--- src/rtl/usb_out_ep_buffer.sv ---
// Bulk OUT endpoint buffer: speculative packet store with commit/rollback,
// ACK/NAK/STALL decision, and a registered request/grant byte read port.
module usb_out_ep_buffer #(
    parameter int DEPTH_LOG2 = 7,
    parameter int MAX_PKT    = 64
) (
    input  logic       clk,
    input  logic       reset,
    input  logic       rx_pkt_start,
    input  logic       rx_setup,
    input  logic       rx_data_put,
    input  logic [7:0] rx_data,
    input  logic       rx_pkt_end,
    input  logic       rx_pkt_valid,
    output logic       rx_hs_valid,
    output logic [1:0] rx_hs,
    input  logic       out_ep_req,
    output logic       out_ep_grant,
    output logic       out_ep_data_avail,
    output logic       out_ep_setup,
    input  logic       out_ep_data_get,
    output logic [7:0] out_ep_data,
    input  logic       out_ep_stall,
    output logic       out_ep_acked
);
    localparam int PW = DEPTH_LOG2 + 1;
    localparam int CW = $clog2(MAX_PKT + 1);
    localparam logic [PW-1:0] DEPTH_P = {1'b1, {DEPTH_LOG2{1'b0}}};
    localparam logic [PW-1:0] MAX_P   = PW'(MAX_PKT);
    localparam logic [CW-1:0] MAX_C   = CW'(MAX_PKT);

    localparam logic [1:0] HS_NONE  = 2'd0;
    localparam logic [1:0] HS_ACK   = 2'd1;
    localparam logic [1:0] HS_NAK   = 2'd2;
    localparam logic [1:0] HS_STALL = 2'd3;

    typedef enum logic [1:0] {S_IDLE, S_RECV, S_DROP} state_t;

    logic [7:0]    mem [0:(1<<DEPTH_LOG2)-1];

    state_t        state_q, state_d;
    logic [PW-1:0] wr_ptr_q, wr_ptr_d;
    logic [PW-1:0] commit_ptr_q, commit_ptr_d;
    logic [PW-1:0] rd_ptr_q, rd_ptr_d;
    logic [CW-1:0] cnt_q, cnt_d;
    logic          overrun_q, overrun_d;
    logic          setup_lat_q, setup_lat_d;
    logic [1:0]    saved_hs_q, saved_hs_d;
    logic          stalled_q, stalled_d;
    logic          hs_valid_q, hs_valid_d;
    logic [1:0]    hs_q, hs_d;
    logic          grant_q, grant_d;
    logic          setup_q, setup_d;
    logic          acked_q, acked_d;
    logic [7:0]    data_q, data_d;

    logic          empty;
    logic [PW-1:0] free;
    logic          start_stall;
    logic          start_nak;
    logic          in_recv;
    logic          commit;
    logic          wr_en;
    logic          get_ok;

    assign empty       = (commit_ptr_q == rd_ptr_q);
    assign free        = DEPTH_P - (commit_ptr_q - rd_ptr_q);
    assign start_stall = stalled_q && !rx_setup;
    assign start_nak   = !start_stall && (free < MAX_P);
    assign in_recv     = (state_q == S_RECV) && !rx_pkt_start;
    assign commit      = in_recv && rx_pkt_end && rx_pkt_valid && !overrun_q;
    assign wr_en       = in_recv && !rx_pkt_end && rx_data_put && (cnt_q != MAX_C);
    assign get_ok      = out_ep_data_get && grant_q && !empty;

    always_ff @(posedge clk or posedge reset) begin
        if (reset) begin
            state_q      <= S_IDLE;
            wr_ptr_q     <= '0;
            commit_ptr_q <= '0;
            rd_ptr_q     <= '0;
            cnt_q        <= '0;
            overrun_q    <= 1'b0;
            setup_lat_q  <= 1'b0;
            saved_hs_q   <= HS_NONE;
            stalled_q    <= 1'b0;
            hs_valid_q   <= 1'b0;
            hs_q         <= HS_NONE;
            grant_q      <= 1'b0;
            setup_q      <= 1'b0;
            acked_q      <= 1'b0;
            data_q       <= 8'h00;
        end else begin
            state_q      <= state_d;
            wr_ptr_q     <= wr_ptr_d;
            commit_ptr_q <= commit_ptr_d;
            rd_ptr_q     <= rd_ptr_d;
            cnt_q        <= cnt_d;
            overrun_q    <= overrun_d;
            setup_lat_q  <= setup_lat_d;
            saved_hs_q   <= saved_hs_d;
            stalled_q    <= stalled_d;
            hs_valid_q   <= hs_valid_d;
            hs_q         <= hs_d;
            grant_q      <= grant_d;
            setup_q      <= setup_d;
            acked_q      <= acked_d;
            data_q       <= data_d;
        end
    end

    always_ff @(posedge clk) begin
        if (wr_en) begin
            mem[wr_ptr_q[DEPTH_LOG2-1:0]] <= rx_data;
        end
    end

    // A new start always wins: it abandons whatever packet was in flight.
    always_comb begin
        state_d = state_q;
        if (rx_pkt_start) begin
            state_d = (start_stall || start_nak) ? S_DROP : S_RECV;
        end else if (state_q != S_IDLE && rx_pkt_end) begin
            state_d = S_IDLE;
        end
    end

    always_comb begin
        wr_ptr_d     = wr_ptr_q;
        commit_ptr_d = commit_ptr_q;
        rd_ptr_d     = rd_ptr_q;
        cnt_d        = cnt_q;
        overrun_d    = overrun_q;
        setup_lat_d  = setup_lat_q;
        saved_hs_d   = saved_hs_q;
        stalled_d    = stalled_q;
        hs_valid_d   = 1'b0;
        hs_d         = HS_NONE;
        grant_d      = out_ep_req;
        setup_d      = setup_q;
        acked_d      = 1'b0;

        if (get_ok) begin
            rd_ptr_d = rd_ptr_q + 1'b1;
        end

        if (rx_pkt_start) begin
            wr_ptr_d    = commit_ptr_q;
            cnt_d       = '0;
            overrun_d   = 1'b0;
            setup_lat_d = rx_setup;
            saved_hs_d  = start_stall ? HS_STALL : HS_NAK;
        end else if (state_q == S_RECV) begin
            if (rx_pkt_end) begin
                if (commit) begin
                    commit_ptr_d = wr_ptr_q;
                    acked_d      = 1'b1;
                    setup_d      = setup_lat_q;
                    hs_valid_d   = 1'b1;
                    hs_d         = HS_ACK;
                    // SETUP flushes stale OUT data so only its payload remains.
                    if (setup_lat_q) begin
                        rd_ptr_d  = commit_ptr_q;
                        stalled_d = 1'b0;
                    end
                end else begin
                    wr_ptr_d = commit_ptr_q;
                end
            end else if (rx_data_put) begin
                if (cnt_q == MAX_C) begin
                    overrun_d = 1'b1;
                end else begin
                    wr_ptr_d = wr_ptr_q + 1'b1;
                    cnt_d    = cnt_q + 1'b1;
                end
            end
        end else if (state_q == S_DROP && rx_pkt_end) begin
            hs_valid_d = 1'b1;
            hs_d       = saved_hs_q;
        end

        if (out_ep_stall) begin
            stalled_d = 1'b1;
        end

        data_d = mem[rd_ptr_d[DEPTH_LOG2-1:0]];
    end

    assign rx_hs_valid       = hs_valid_q;
    assign rx_hs             = hs_q;
    assign out_ep_grant      = grant_q;
    assign out_ep_data_avail = !empty;
    assign out_ep_setup      = setup_q;
    assign out_ep_data       = data_q;
    assign out_ep_acked      = acked_q;

endmodule

--- config.mk ---
export PLATFORM = sky130hd
export DESIGN_NAME = usb_out_ep_buffer
export DESIGN_NICKNAME = d
export VERILOG_FILES = /design/src/rtl/usb_out_ep_buffer.sv
export SDC_FILE = /design/constraint.sdc
export NUM_CORES = 1
export LEC_CHECK = 0
export CAP_MARGIN = 0
export CORE_UTILIZATION = 55
export CTS_BUF_LIST = sky130_fd_sc_hd__clkbuf_16
export CTS_CLUSTER_DIAMETER = 80
export DETAILED_ROUTE_END_ITERATION = 10
export PLACE_DENSITY = 0.77
export SLEW_MARGIN = 0
export SYNTH_ARGS = -nofsm -noshare
export SYNTH_HDL_FRONTEND = slang
export SYNTH_SLANG_ARGS = --single-unit
--- constraint.sdc ---
create_clock -name clk -period 4.4 [get_ports clk]
set_input_delay 0.88 -clock clk [delete_from_list [all_inputs] [get_ports clk]]
set_output_delay 0.88 -clock clk [all_outputs]
set_load 0.03 [all_outputs]
==> results.md <==
* Avg Cell Area, Syn at approximately 13 sq um
* WL per Instance at around 25 um
* Post-synthesis sequential area ratio at 0.743
* Horiz. Die Dim at around 280 um
* Initial drt markers at 3883
* Period Utilization, post-route at 0.987
* Resized Gates After CTS at 0
* CTS Sinks at about 1.1k
* Clock power frac at 0.278
* Maximum vdd drop at 378 uV
* Post-Syn Nets at 3292
* RR Startpoint: commit_ptr_q[1]
* Rows at between 100 and 150
* Final net count at 3386
* Setup TNS Final at 0 ns
* Max incr delay on CP at between 0.4 and 0.5 ns
* Pwr Density at 621 mW/mm^2
* TritonCTS clock tree: yes
* Distinct cells, synth at 70
* Most frequent cells in the layout: edfxtp_1 (1024), nand2_1 (752), nand3_1 (293)
* Critical path type: reg2reg
* Cell internal pwr at roughly 19000 uW
* Cts bufs inserted at 102
* Adder-cell share of the synthesized area at 0.00464
* Worst-skew pair later-pin latency at 0.68 ns
* Reg2Reg Setup Slack at 0.06 ns
* DIE AREA at 0.0796 sq mm
* Clock Skews at 0.0326 ns
* Pre-antenna DRT Iters at 6
* Net Sw Frac at 0.361
* Post-CTS Hold Fix Bufs at 0
* # Post-CTS Setup Buffers at 0
* Vias in the first global route at roughly 27k
* Worst min-delay path startpoint: saved_hs_q[1]
* Compound-cell area share of the yosys netlist at 0.0784
* Placer Congestion at 0.971
* Final Hold Vio Count at 0
* WHS Path Cells at 1
* CP required at approximately 5.0 ns
* Largest family of logic cells by synthesized area: simple AND/OR/NAND/NOR gates
* Simple-gate portion of the synthesized area at 0.130
* Gr ovfl total at 0
* Synth async-reset ratio at 0.0483
* Critical Path Fanout Max at 74
* Metal-1 WL at 41.9 mm
* Cell area after synthesis at between 0.04 and 0.05 sq mm
* DIE HEIGHT at roughly 280 um
* Yosys reg bits at 1076
* Tmin final at between 4 and 5 ns
* Clk root buf: clkbuf_16
* RSZ-0062 raised after global routing: yes
* Leakage at around 0.017 uW
* Port bufs at 32
* Mux share of post-synthesis cell area at 0.0195
* Clk slew on worst S/H paths at 0.06 ns
* Sw power at approximately 11000 uW
* Initial core utilization at 0.556
* Area Growth Syn to Fin at 12.6%
* Via count at ~29k
* WL met3 at between 10 and 15 mm
* Global Route Usage Sum at 0.287
* Initial antenna violation count at 2
* Via/cell ratio at about 6.4
* Final setup violation count at 0
* Metal2 WL at approximately 52 mm
* Routed Antenna Nets at 0
* Ys Warns at 0
* Outcome: completed
* IO Count at 33
* First-pass GRT wire length at 169 mm
* XOR/XNOR Fraction of Synth Area at 0.00281
* Main synth FF type: edfxtp_1
* Core area at between 0.07 and 0.08 sq mm
* Number of diodes at 0
* Non-Filler Instances at between 4k and 5k
* Max layer used: met5
* Gate power share at 0.344
* CP Capture Type: register
* Share of power burned in registers at 0.378
* Reg-to-reg endpoint: out_ep_data[4]
* # Max-Cap Violations at 0
* CP cell instances: inv_1, ha_1, nand4_1, or3_4, a221o_1, o21ai_4, buf_12, nor2_1, buf_4, a32oi_1, a21oi_1, or4_1, a311o_1
* Max-slew violations at 0
* Post-DP HPWL at 70.4 mm
* Worst slew pin tran at about 1.2 ns
* Maximum clock path buffer count at 3
* Largest net degree at the start of global routing at 107
* Maximum clock rate at around 0.23 GHz
* Maximum level of the CTS H-tree at 3
* Post-Route WL at approximately 110 mm
* Reg2Reg Depth at 13
* Worst Setup Start Kind: register
* Slowest-stage cell, CP: dfrtp_1
* Syn Inst Count at approximately 3.3k
* Crit path DAT at around 5 ns
* WHS Endpoint: saved_hs_q[1]
* Commonest non-fill, non-tap cell in the layout: edfxtp_1
* Min-Delay Path Class: reg2reg
* Rel. slew slack at 0.206
* Fraction of layout cells with a size suffix above 1 at 0.0942
* Remaining DRCs at 0
* Fillcell total at between 5k and 6k
* Post-placement cell count at ~4.3k
* Post-synth EDFFs at a little over 1k
[synth_stat cells (7+ instances only)]
library cell	instances	area, sq um
a31oi_1	37	231
or4_1	8	60.1
dfrtp_1	52	1300
a21oi_1	194	971
o21ai_0	45	225
edfxtp_1	1024	30700
a21o_1	10	75.1
ha_1	16	200
inv_1	19	71.3
nand4_1	12	75.1
a311oi_1	8	70.1
nor2_1	169	634
o211ai_1	10	75.1
mux2i_1	79	791
buf_1	43	161
nand3_1	293	1470
nand2_1	752	2820
a211oi_1	14	105
xnor2_1	7	61.3
a32oi_1	33	289
buf_2	90	450
a221oi_1	32	280
a22oi_1	37	278
o22ai_1	58	363
clkbuf_1	64	240
and3_1	28	175
nor3_1	29	145
[layout make-up]
class | instances | area (sq um) | share of cell area
clock inverter | 86 | 566 | 0.0116
multi-input combinational | 1959 | 10200 | 0.209
clock buffer | 105 | 2630 | 0.0541
inverter | 23 | 100 | 0.00206
tap | 1040 | 1300 | 0.0268
sequential | 1076 | 32100 | 0.660
timing repair buffer | 190 | 1770 | 0.0365
[cell families (layout without fill, tap and decap cells)]
family / after synthesis / after routing
and+or+nand+nor: 1323 / 1323
DFF: 1076 / 1076
AOI/OAI and AO/OA: 524 / 524
buffers and inverters: 223 / 404
muxes: 83 / 83
adders and majority gates: 16 / 16
xor gates and xnor gates: 13 / 13
[power groups by stage]
stage | combinational, uW | clock [uW] | sequential, uW
2_1_floorplan | 5990 | 0 | 11600
3_3_place_gp | 9870 | 0 | 11600
3_5_place_dp | 10000 | 0 | 11600
4_1_cts | 10100 | 8390 | 11400
5_1_grt | 10900 | 8780 | 11400
6_report | 10400 | 8380 | 11400
[worst max-delay path, delay by kind of cell, from the launching register on]
kind,cells,cell delay (ns)
flops,1,0.49
fa+ha+maj,1,0.30
compound gates,5,1.38
simple gates,4,1.35
buf+inv,3,0.68
[layer usage]
metal,up-vias,GRT usage
met5,-,0
met3,349,0.0616
met4,2,0.133
li1,12339,-
met1,13907,0.390
met2,2027,0.445
[how the worst max path moves through the flow]
stage | start | endpoint | slack [ns] | cells after the start
6_report | commit_ptr_q[1] | out_ep_data[4] | 0.06 | 13
5_1_grt | commit_ptr_q[1] | out_ep_data[4] | -0.03 | 13
4_1_cts | commit_ptr_q[1] | out_ep_data[4] | 0.15 | 13
3_5_place_dp | rx_pkt_valid | out_ep_data[4] | -0.20 | 11
3_3_place_gp | rx_pkt_valid | out_ep_data[4] | -0.15 | 11
2_1_floorplan | rx_pkt_end | out_ep_data[1] | 0.86 | 12
[stage by stage]
step           hold slack [ns]  setup WS [ns]  power (uW)   util  cell area, sq um
2_1_floorplan            0.427          0.862       17600      -             43200
3_3_place_gp             0.448         -0.154       21500  0.585             45400
3_5_place_dp             0.449         -0.200       21600  0.585             45400
4_1_cts                  0.472          0.152       29900  0.626             48600
5_1_grt                  0.497        -0.0272       31100  0.626             48600
6_report                 0.474         0.0559       30200  0.626             48600
[state kept, by name (all words and copies together) (netlist names), 2 cells and up]
register / cells
wr_ptr_q: 8
cnt_q: 7
rd_ptr_q: 8
mem: 1024
rx_hs: 2
commit_ptr_q: 8
out_ep_data: 8
state_q: 2
saved_hs_q: 2
(Power assumes the default switching activity.)
